### src/rtl/arbitro_cdb_pkg.sv
// Shared Tomasulo definitions: bus geometry, the reserved "no producer" tag
// and the CDB arbiter state encoding.
package pacote_tomasulo;

    localparam int NUM_UF    = 3;
    localparam int DATA_W    = 16;
    localparam int TAG_W     = 4;
    localparam int TAG_VAZIO = 0;

    typedef enum logic [1:0] {
        OCIOSO     = 2'd0,
        DIFUNDINDO = 2'd1,
        PARADO     = 2'd2
    } estado_t;

endpackage

### src/rtl/arbitro_cdb_seletor.sv
// Round-robin selector: first requester at or above Ptr wins, otherwise the
// lowest requester below Ptr (wrap-around). Output is one-hot or zero.
module seletor_round_robin #(
    parameter int NUM_UF = 3,
    parameter int PTR_W  = 2
) (
    input  logic [NUM_UF-1:0] Req,
    input  logic [PTR_W-1:0]  Ptr,
    output logic [NUM_UF-1:0] Gnt
);

    logic [NUM_UF-1:0] mascara;
    logic [NUM_UF-1:0] req_alto;
    logic              achou;

    always_comb begin
        mascara = '0;
        for (int i = 0; i < NUM_UF; i++) begin
            mascara[i] = (i >= int'(Ptr));
        end
    end

    assign req_alto = Req & mascara;

    always_comb begin
        Gnt   = '0;
        achou = 1'b0;
        for (int i = 0; i < NUM_UF; i++) begin
            if (!achou && req_alto[i]) begin
                Gnt[i] = 1'b1;
                achou  = 1'b1;
            end
        end
        // Nothing at or above Ptr: wrap to the lowest requester.
        for (int i = 0; i < NUM_UF; i++) begin
            if (!achou && Req[i]) begin
                Gnt[i] = 1'b1;
                achou  = 1'b1;
            end
        end
    end

endmodule

### src/rtl/arbitro_cdb.sv
// Common Data Bus arbiter: round-robin grant among functional units, one
// registered broadcast per cycle, held while consumers stall.
//
// Handshake: a unit holds Req/Tag_in/Data_in until it sees Gnt; Gnt is a
// one-cycle accept and the result appears on the CDB at the following edge.
module arbitro_cdb
    import pacote_tomasulo::estado_t;
    import pacote_tomasulo::OCIOSO;
    import pacote_tomasulo::DIFUNDINDO;
    import pacote_tomasulo::PARADO;
#(
    parameter int NUM_UF = pacote_tomasulo::NUM_UF,
    parameter int DATA_W = pacote_tomasulo::DATA_W,
    parameter int TAG_W  = pacote_tomasulo::TAG_W
) (
    input  logic                     Clock,
    input  logic                     Reset,
    input  logic                     Clear,
    input  logic                     Stall,
    input  logic [NUM_UF-1:0]        Req,
    input  logic [NUM_UF*TAG_W-1:0]  Tag_in,
    input  logic [NUM_UF*DATA_W-1:0] Data_in,
    output logic [NUM_UF-1:0]        Gnt,
    output logic                     CDB_Valid,
    output logic [TAG_W-1:0]         CDB_Tag,
    output logic [DATA_W-1:0]        CDB_Data,
    output logic [1:0]               CDB_Src,
    output estado_t                  Estado
);

    localparam int PTR_W = (NUM_UF > 1) ? $clog2(NUM_UF) : 1;

    estado_t           estado, estado_prox;
    logic [PTR_W-1:0]  ptr;
    logic [PTR_W-1:0]  gnt_idx;
    logic [NUM_UF-1:0] gnt_sel;
    logic [TAG_W-1:0]  tag_sel;
    logic [DATA_W-1:0] data_sel;
    logic              stall_ativo;
    logic              concede;
    logic              difunde;

    seletor_round_robin #(
        .NUM_UF (NUM_UF),
        .PTR_W  (PTR_W)
    ) u_seletor (
        .Req (Req),
        .Ptr (ptr),
        .Gnt (gnt_sel)
    );

    // Stall only blocks while something is actually on the bus.
    assign stall_ativo = Stall && (estado != OCIOSO);
    assign concede     = !Reset && !Clear && !stall_ativo;
    assign Gnt         = concede ? gnt_sel : '0;

    always_comb begin
        gnt_idx  = '0;
        tag_sel  = '0;
        data_sel = '0;
        for (int i = 0; i < NUM_UF; i++) begin
            if (Gnt[i]) begin
                gnt_idx  = PTR_W'(i);
                tag_sel  = Tag_in[i*TAG_W +: TAG_W];
                data_sel = Data_in[i*DATA_W +: DATA_W];
            end
        end
    end

    // A tag-0 result is accepted (Gnt) but never reaches the bus.
    assign difunde = (|Gnt) && (tag_sel != TAG_W'(pacote_tomasulo::TAG_VAZIO));

    always_comb begin
        estado_prox = estado;
        if (Clear) begin
            estado_prox = OCIOSO;
        end else begin
            case (estado)
                OCIOSO: begin
                    estado_prox = difunde ? DIFUNDINDO : OCIOSO;
                end
                DIFUNDINDO, PARADO: begin
                    if (Stall)        estado_prox = PARADO;
                    else if (difunde) estado_prox = DIFUNDINDO;
                    else              estado_prox = OCIOSO;
                end
                default: estado_prox = OCIOSO;
            endcase
        end
    end

    always_ff @(posedge Clock) begin
        if (Reset) begin
            estado   <= OCIOSO;
            ptr      <= '0;
            CDB_Tag  <= '0;
            CDB_Data <= '0;
            CDB_Src  <= '0;
        end else begin
            estado <= estado_prox;
            if (|Gnt) begin
                ptr <= (gnt_idx == PTR_W'(NUM_UF - 1)) ? '0 : gnt_idx + 1'b1;
            end
            if (difunde) begin
                CDB_Tag  <= tag_sel;
                CDB_Data <= data_sel;
                CDB_Src  <= 2'(gnt_idx);
            end
        end
    end

    assign CDB_Valid = (estado != OCIOSO);
    assign Estado    = estado;

endmodule

### config.mk
export PLATFORM = sky130hd
export DESIGN_NAME = arbitro_cdb
export DESIGN_NICKNAME = d
export VERILOG_FILES = /design/src/rtl/arbitro_cdb_pkg.sv /design/src/rtl/arbitro_cdb_seletor.sv /design/src/rtl/arbitro_cdb.sv
export SDC_FILE = /design/constraint.sdc
export NUM_CORES = 1
export LEC_CHECK = 0
export CORE_MARGIN = 2
export CORE_UTILIZATION = 35
export CTS_BUF_LIST = sky130_fd_sc_hd__clkbuf_4
export CTS_CLUSTER_SIZE = 25
export DETAILED_ROUTE_END_ITERATION = 7
export PLACE_DENSITY = 0.8
export SETUP_SLACK_MARGIN = 0.15
export SYNTH_ARGS = -nofsm -noshare
export SYNTH_HDL_FRONTEND = slang
export SYNTH_SLANG_ARGS = --single-unit
### constraint.sdc
create_clock -name Clock -period 2.8 [get_ports Clock]
set_input_delay 0.56 -clock Clock [delete_from_list [all_inputs] [get_ports Clock]]
set_output_delay 0.56 -clock Clock [all_outputs]
set_load 0.03 [all_outputs]
# Yosys cells after proc, flatten, opt, wreduce, memory -nomap -nowiden
# Cells that the tools add are included.
[word_totals] ff_bits=26 latchBits=0 mem_bits_rw=0 rom_bits=0 mem_count=0
[op_classes] n_addsub=1 multipliers=0 div=0 magnitude_cmp=3 n_eq_ne=3 shift=0 mux=23 bitwise=1 reduce_logical=23
[ops] operator="16-bit 2-to-1 mux" n=3
[ops] operator="1-bit 2-to-1 mux" n=12
[ops] operator="4-bit 2-to-1 mux" n=3
[ops] operator="1-bit logical AND" n=9
[ops] operator="1-bit logical NOT" n=8
[ops] operator="2-bit 2-to-1 mux" n=3
[ops] operator="2-bit == test (second input constant)" n=2
[ops] operator="1-bit by 2-bit >= comparator with 1-bit output (first input constant)" n=2
[ops] operator="2-bit case mux with 2 select lines" n=1
[ops] operator="4-bit nonzero test" n=1
[ops] operator="2-bit OR reduction" n=2
[ops] operator="3-bit bitwise AND" n=1
[ops] operator="3-bit 2-to-1 mux" n=1
[ops] operator="3-bit OR reduction" n=1
[ops] operator="2-bit by 1-bit adder with 2-bit output (second input constant)" n=1
[ops] operator="2-bit by 1-bit == test with 1-bit output (second input constant)" n=1
[ops] operator="2-bit >= comparator (first input constant)" n=1
[ops] operator="2-bit logical NOT" n=1
[ops] operator="2-bit nonzero test" n=1

# Depth between registers and ports, before layout
[depth] word_depth=27 depth_mapped=9 mapped_depth_nobuf=7

# By module
# From an unflattened synthesis, not the netlist that was laid out.
[unflattened] hier_cells=173 hier_area_um2=1575.3
[modules_own_cells] module="arbitro_cdb" n_inst=1 cells_per_inst=162 area_per_inst_um2=1505.2
[modules_own_cells] module="seletor_round_robin" n_inst=1 cells_per_inst=11 area_per_inst_um2=70.1

# Worst setup path after synthesis
# Ideal clock, no wire load.
[synth_timing] path_type="input-to-output" startpoint="input Req[1]" endpoint="output Gnt[0]" arrival_ps=1908 required_time_ps=2240 slack_ps=332 stages=5 cell_sequence="buf_4 > nor2_1 > o211ai_1 > nor2_1 > clkbuf_1"
[synth_between] elab_chain_cells=10
[synth_lines] item="start, declared" line_no="arbitro_cdb.sv:20" rtl="input logic [NUM_UF-1:0] Req,"
[synth_lines] item="3-bit bitwise AND (*)" line_no="arbitro_cdb_seletor.sv:23" rtl="assign req_alto = Req & mascara;"
[synth_lines] item="1-bit logical AND (*)" line_no="arbitro_cdb_seletor.sv:29" rtl="if (!achou && req_alto[i]) begin"
[synth_lines] item="1-bit 2-to-1 mux (*)" line_no="arbitro_cdb_seletor.sv:29"
[synth_lines] item="1-bit logical NOT" line_no="arbitro_cdb_seletor.sv:29"
[synth_lines] item="1-bit logical AND" line_no="arbitro_cdb_seletor.sv:29"
[synth_lines] item="1-bit 2-to-1 mux (*)" line_no="arbitro_cdb_seletor.sv:29"
[synth_lines] item="1-bit logical NOT (*)" line_no="arbitro_cdb_seletor.sv:36" rtl="if (!achou && Req[i]) begin"
[synth_lines] item="1-bit logical AND (*)" line_no="arbitro_cdb_seletor.sv:36"
[synth_lines] item="1-bit 2-to-1 mux (*)" line_no="arbitro_cdb_seletor.sv:36"
[synth_lines] item="3-bit 2-to-1 mux (*)" line_no="arbitro_cdb.sv:55" rtl="assign Gnt = concede ? gnt_sel : '0;"
[synth_lines] item="end, declared" line_no="arbitro_cdb.sv:23" rtl="output logic [NUM_UF-1:0] Gnt,"
# Every way passes the cells marked *; elsewhere a longest branch is shown, timed or not.

# Worst setup path after layout
[layout_timing] startpoint="input Req[2]" endpoint="output Gnt[0]"
[layout_between] elab_chain_cells=7
[layout_lines] item="3-bit bitwise AND" line_no="arbitro_cdb_seletor.sv:23"
[layout_lines] item="1-bit logical AND" line_no="arbitro_cdb_seletor.sv:29"
[layout_lines] item="1-bit 2-to-1 mux" line_no="arbitro_cdb_seletor.sv:29"
[layout_lines] item="1-bit logical NOT" line_no="arbitro_cdb_seletor.sv:36"
[layout_lines] item="1-bit logical AND" line_no="arbitro_cdb_seletor.sv:36"
[layout_lines] item="1-bit 2-to-1 mux" line_no="arbitro_cdb_seletor.sv:36"
[layout_lines] item="3-bit 2-to-1 mux" line_no="arbitro_cdb.sv:55"
# No other way between the ends.

==> flow_metrics.py <==
metrics = {
    "cts": {
        "root_buffer": "clkbuf_4",
        "cts_made_buffers": 3,
        "ctsHoldBuffers": 0,
        "htree_levels": 1,
        "ctsLongestPathBuffers": 2,
        "tritoncts": "yes",
        "clkTransAtPathRegs_ns": 0.13,
        "clock_sinks": 26,
        "insertion_delay_ns": 0.31,
    },
    "detailed_routing": {
        "drt-initial-drc-count": 63,
        "drt_pass1_iterations": 4,
        "antenna_left": 0,
        "routed_wirelength_mm": 4.33,
        "viasPerCell": 5.00,
        "num_vias": 1586,
        "post_drt_wl_per_cell_um": 13.7,
        "drc": 0,
    },
    "yosys": {
        "synth.distinct_cells": 36,
        "synthAdderAreaFrac": 0.0162,
        "synthCells": 165,
        "synth_top_area_share": 0.338,
        "avgSynthCellArea_um2": 9.33,
        "synthMuxAreaShare": 0.119,
        "ys.flop_type": "dfxtp_1",
        "yosysWarnings": 0,
        "syn_area_mm2": 0.00154,
        "synth_largest_area_cell": "dfxtp_1",
        "synthSimpleGateAreaFrac": 0.201,
        "synth-edff-count": 0,
        "synth_xor_area_frac": 0,
        "synth-seq-area-share": 0.338,
        "ys_ff_latch": 26,
        "synthTopCellsByArea": "dfxtp_1 34%, mux2i_1 10%, a22o_1 9.1%, nand2b_1 7.3%, a21oi_1 6.2%",
        "synth_top_family_by_area": "compound AO/OA/AOI/OAI gates",
        "synth_compound_area_frac": 0.258,
        "synth_fp_nets": 234,
        "async_flop_share": 0,
    },
    "floorplanning": {
        "core.rowCount": 24,
        "die_h_um": 70.3,
        "die_area_mm2": 0.00495,
        "die-width_um": 70.3,
        "initial_core_util": 0.359,
        "io_pins": 95,
        "core_area_mm2": 0.00429,
    },
    "sta": {
        "worstMarginPinSlew_ns": 0.332,
        "finalSetupViolations": 0,
        "final-hold-violation-count": 0,
        "holdWs_ns": 0.488,
        "rsz0062_at_grt": "false",
        "layout_min_cycle_time_ns": 2.53,
        "clock_skew_ns": 0.00325,
        "slew_violations": 0,
        "relSlewSlack": 0.778,
        "fmax_ghz": 0.396,
        "fin_tns_setup_ns": 0,
        "setup_slack_ns": 0.273,
        "period_share": 0.902,
    },
    "place": {
        "io_buffers": 94,
        "dp_cells": 313,
        "hpwl_mm": 3.37,
        "gp_congestion": 0.820,
        "place_ws_ns": 0.0697,
    },
    "critical_path": {
        "slowest_stage": "clkdlybuf4s50_1",
        "worstPathArrival_ns": 1.97,
        "critical-path-top-delay-family": "buffers and inverters",
        "critPathLaunchType": "input pin",
        "crit_fanout": 4,
        "cp_num_buf_inv": 4,
        "max_stage_delay_ns": 0.43,
        "critPathKind": "in -> out",
        "cp_data_required_time_ns": 2.24,
        "rrSetupSlack_ns": 0.72,
        "critPathCaptureType": "output pin",
        "crit_chain": "clkdlybuf4s50_1 > buf_4 > nor2_2 > buf_4 > o211ai_1 > nor2_2 > buf_6",
    },
    "cells_and_area": {
        "diodes": 0,
        "fin_cells": 317,
        "drive_gt1_frac": 0.140,
        "layout.nets": 336,
        "syn2layout_area_growth_pct": 69.0,
        "fillCellCount": 379,
        "fin_util": 0.606,
    },
    "power_and_ir_drop": {
        "cellPowerDensity_mw_per_mm2": 345,
        "p_leak_nw": 1.05,
        "ir_worst_vdd_uv": 308,
    },
    "grt": {
        "antenna_found_initial": 0,
        "grt.overflow.total": 0,
        "grt_pass1_wl_mm": 7.13,
        "grt_use_total": 0.178,
        "grt_max_degree": 25,
        "grt_pass1_vias": 1578,
    },
    "run_status": {
        "status": "completed",
    },
    "run": {
        "maxCapViolations": 0,
    },
    "worst_hold_path": {
        "hold_class": "reg -> reg",
    },
}
==> kinds of logic after synthesis <==
logic type                 after synthesis
muxes                                   18
AOI/OAI and AO/OA                       54
buffers and inverters                   17
DFF                                     26
adders and majority gates                2
and+or+nand+nor                         48
==> final timing paths <==
kind / startpoint / endpoint / cells past startpoint
worst max-delay path: Req[2] / Gnt[0] / 7
worst min-delay path: CDB_Data[4]$_SDFFE_PP0N_ / CDB_Data[4]$_SDFFE_PP0N_ / 2
worst max register to register: ptr[0]$_SDFFE_PP0P_ / CDB_Data[15]$_SDFFE_PP0N_ / 7
worst min register to register: CDB_Data[4]$_SDFFE_PP0N_ / CDB_Data[4]$_SDFFE_PP0N_ / 2
==> repair_timing <==
item / in CTS / in global routing
setup endpoints to repair: 1 / 1
pin swaps: 0 / 1
setup buffers: 0 / 1
gates resized for setup: 1 / 2
==> registers in the layout, summed over array words and instances (netlist names) <==
register / count
ptr: 2
Estado: 2
CDB_Tag: 4
CDB_Src: 2
CDB_Data: 16
==> worst reg2reg max path, stage by stage (launching register included) <==
cell       delay [ns]
dfxtp_1          0.39
nor3b_2          0.19
o31a_2           0.38
a2bb2oi_1        0.14
a21o_1           0.17
and4_4           0.36
buf_4            0.21
mux2i_1          0.19
==> power by group <==
| part | switching (mW) | internal (mW) |
|---|---|---|
| logic | 0.145 | 0.195 |
| clock network | 0.103 | 0.0502 |
| registers | 0.0123 | 0.392 |
==> cells in the mapped netlist (2+ instances only) <==
cell,count
nor2b_1,7
o2111ai_1,3
mux2i_1,16
mux2_2,2
nand3_1,3
dfxtp_1,26
inv_1,4
buf_4,3
a21o_1,3
a21bo_2,3
buf_6,2
a22o_1,16
nand2b_1,18
a2bb2oi_1,3
nor3_1,3
clkbuf_1,7
nor2_1,8
a21oi_1,19
ha_1,2
==> cell usage in the layout, fill, tap and decap left out, drive strengths merged <==
cell,Yosys,final
clkdlybuf4s50,0,91
dfxtp,26,26
a21oi,19,19
buf,6,19
nand2b,18,18
a22o,16,16
mux2i,16,16
nor2,8,8
nor2b,7,7
inv,4,4
nand3,3,3
a2bb2oi,3,3
o2111ai,3,3
a21o,3,3
a21bo,3,3
clkbuf,7,3
nor3,3,3
mux2,2,2
ha,2,2
o21ai,1,1
nor3b,1,1
o31ai,1,1
nand2,1,1
o21a,1,1
nand3b,1,1
o211ai,1,1
nor4,1,1
o31a,1,1
a31oi,1,1
o22ai,1,1
or4,1,1
and4,1,1
nand4,1,1
and4b,1,1
nor4b,1,1
==> per-layer routing <==
| layer | global-route usage | up-vias | share of wire |
|---|---|---|---|
| li1 | - | 806 | - |
| met1 | 0.232 | 711 | 0.44 |
| met2 | 0.290 | 65 | 0.47 |
| met3 | 0.0577 | 4 | 0.087 |
| met4 | 0.0278 | 0 | 0.0088 |
| met5 | 0 | - | 0 |
==> metrics by stage <==
step	power (mW)	cell area [um2]
floorplan	0.591	1540
CTS	0.905	2590
detailed placement	0.751	2560
finish	0.897	2600
global route	0.946	2600
global placement	0.746	2560
==> final cells by class <==
| class | count | area (um2) | share of cell area |
|---|---|---|---|
| repair buffers | 110 | 1060 | 0.406 |
| flip-flops and latches | 26 | 520 | 0.200 |
| well taps | 52 | 65.1 | 0.0250 |
| inverters | 4 | 15.0 | 0.00577 |
| clock buffers | 3 | 22.5 | 0.00865 |
| multi-input cells | 122 | 923 | 0.355 |
(Power assumes the default switching activity.)
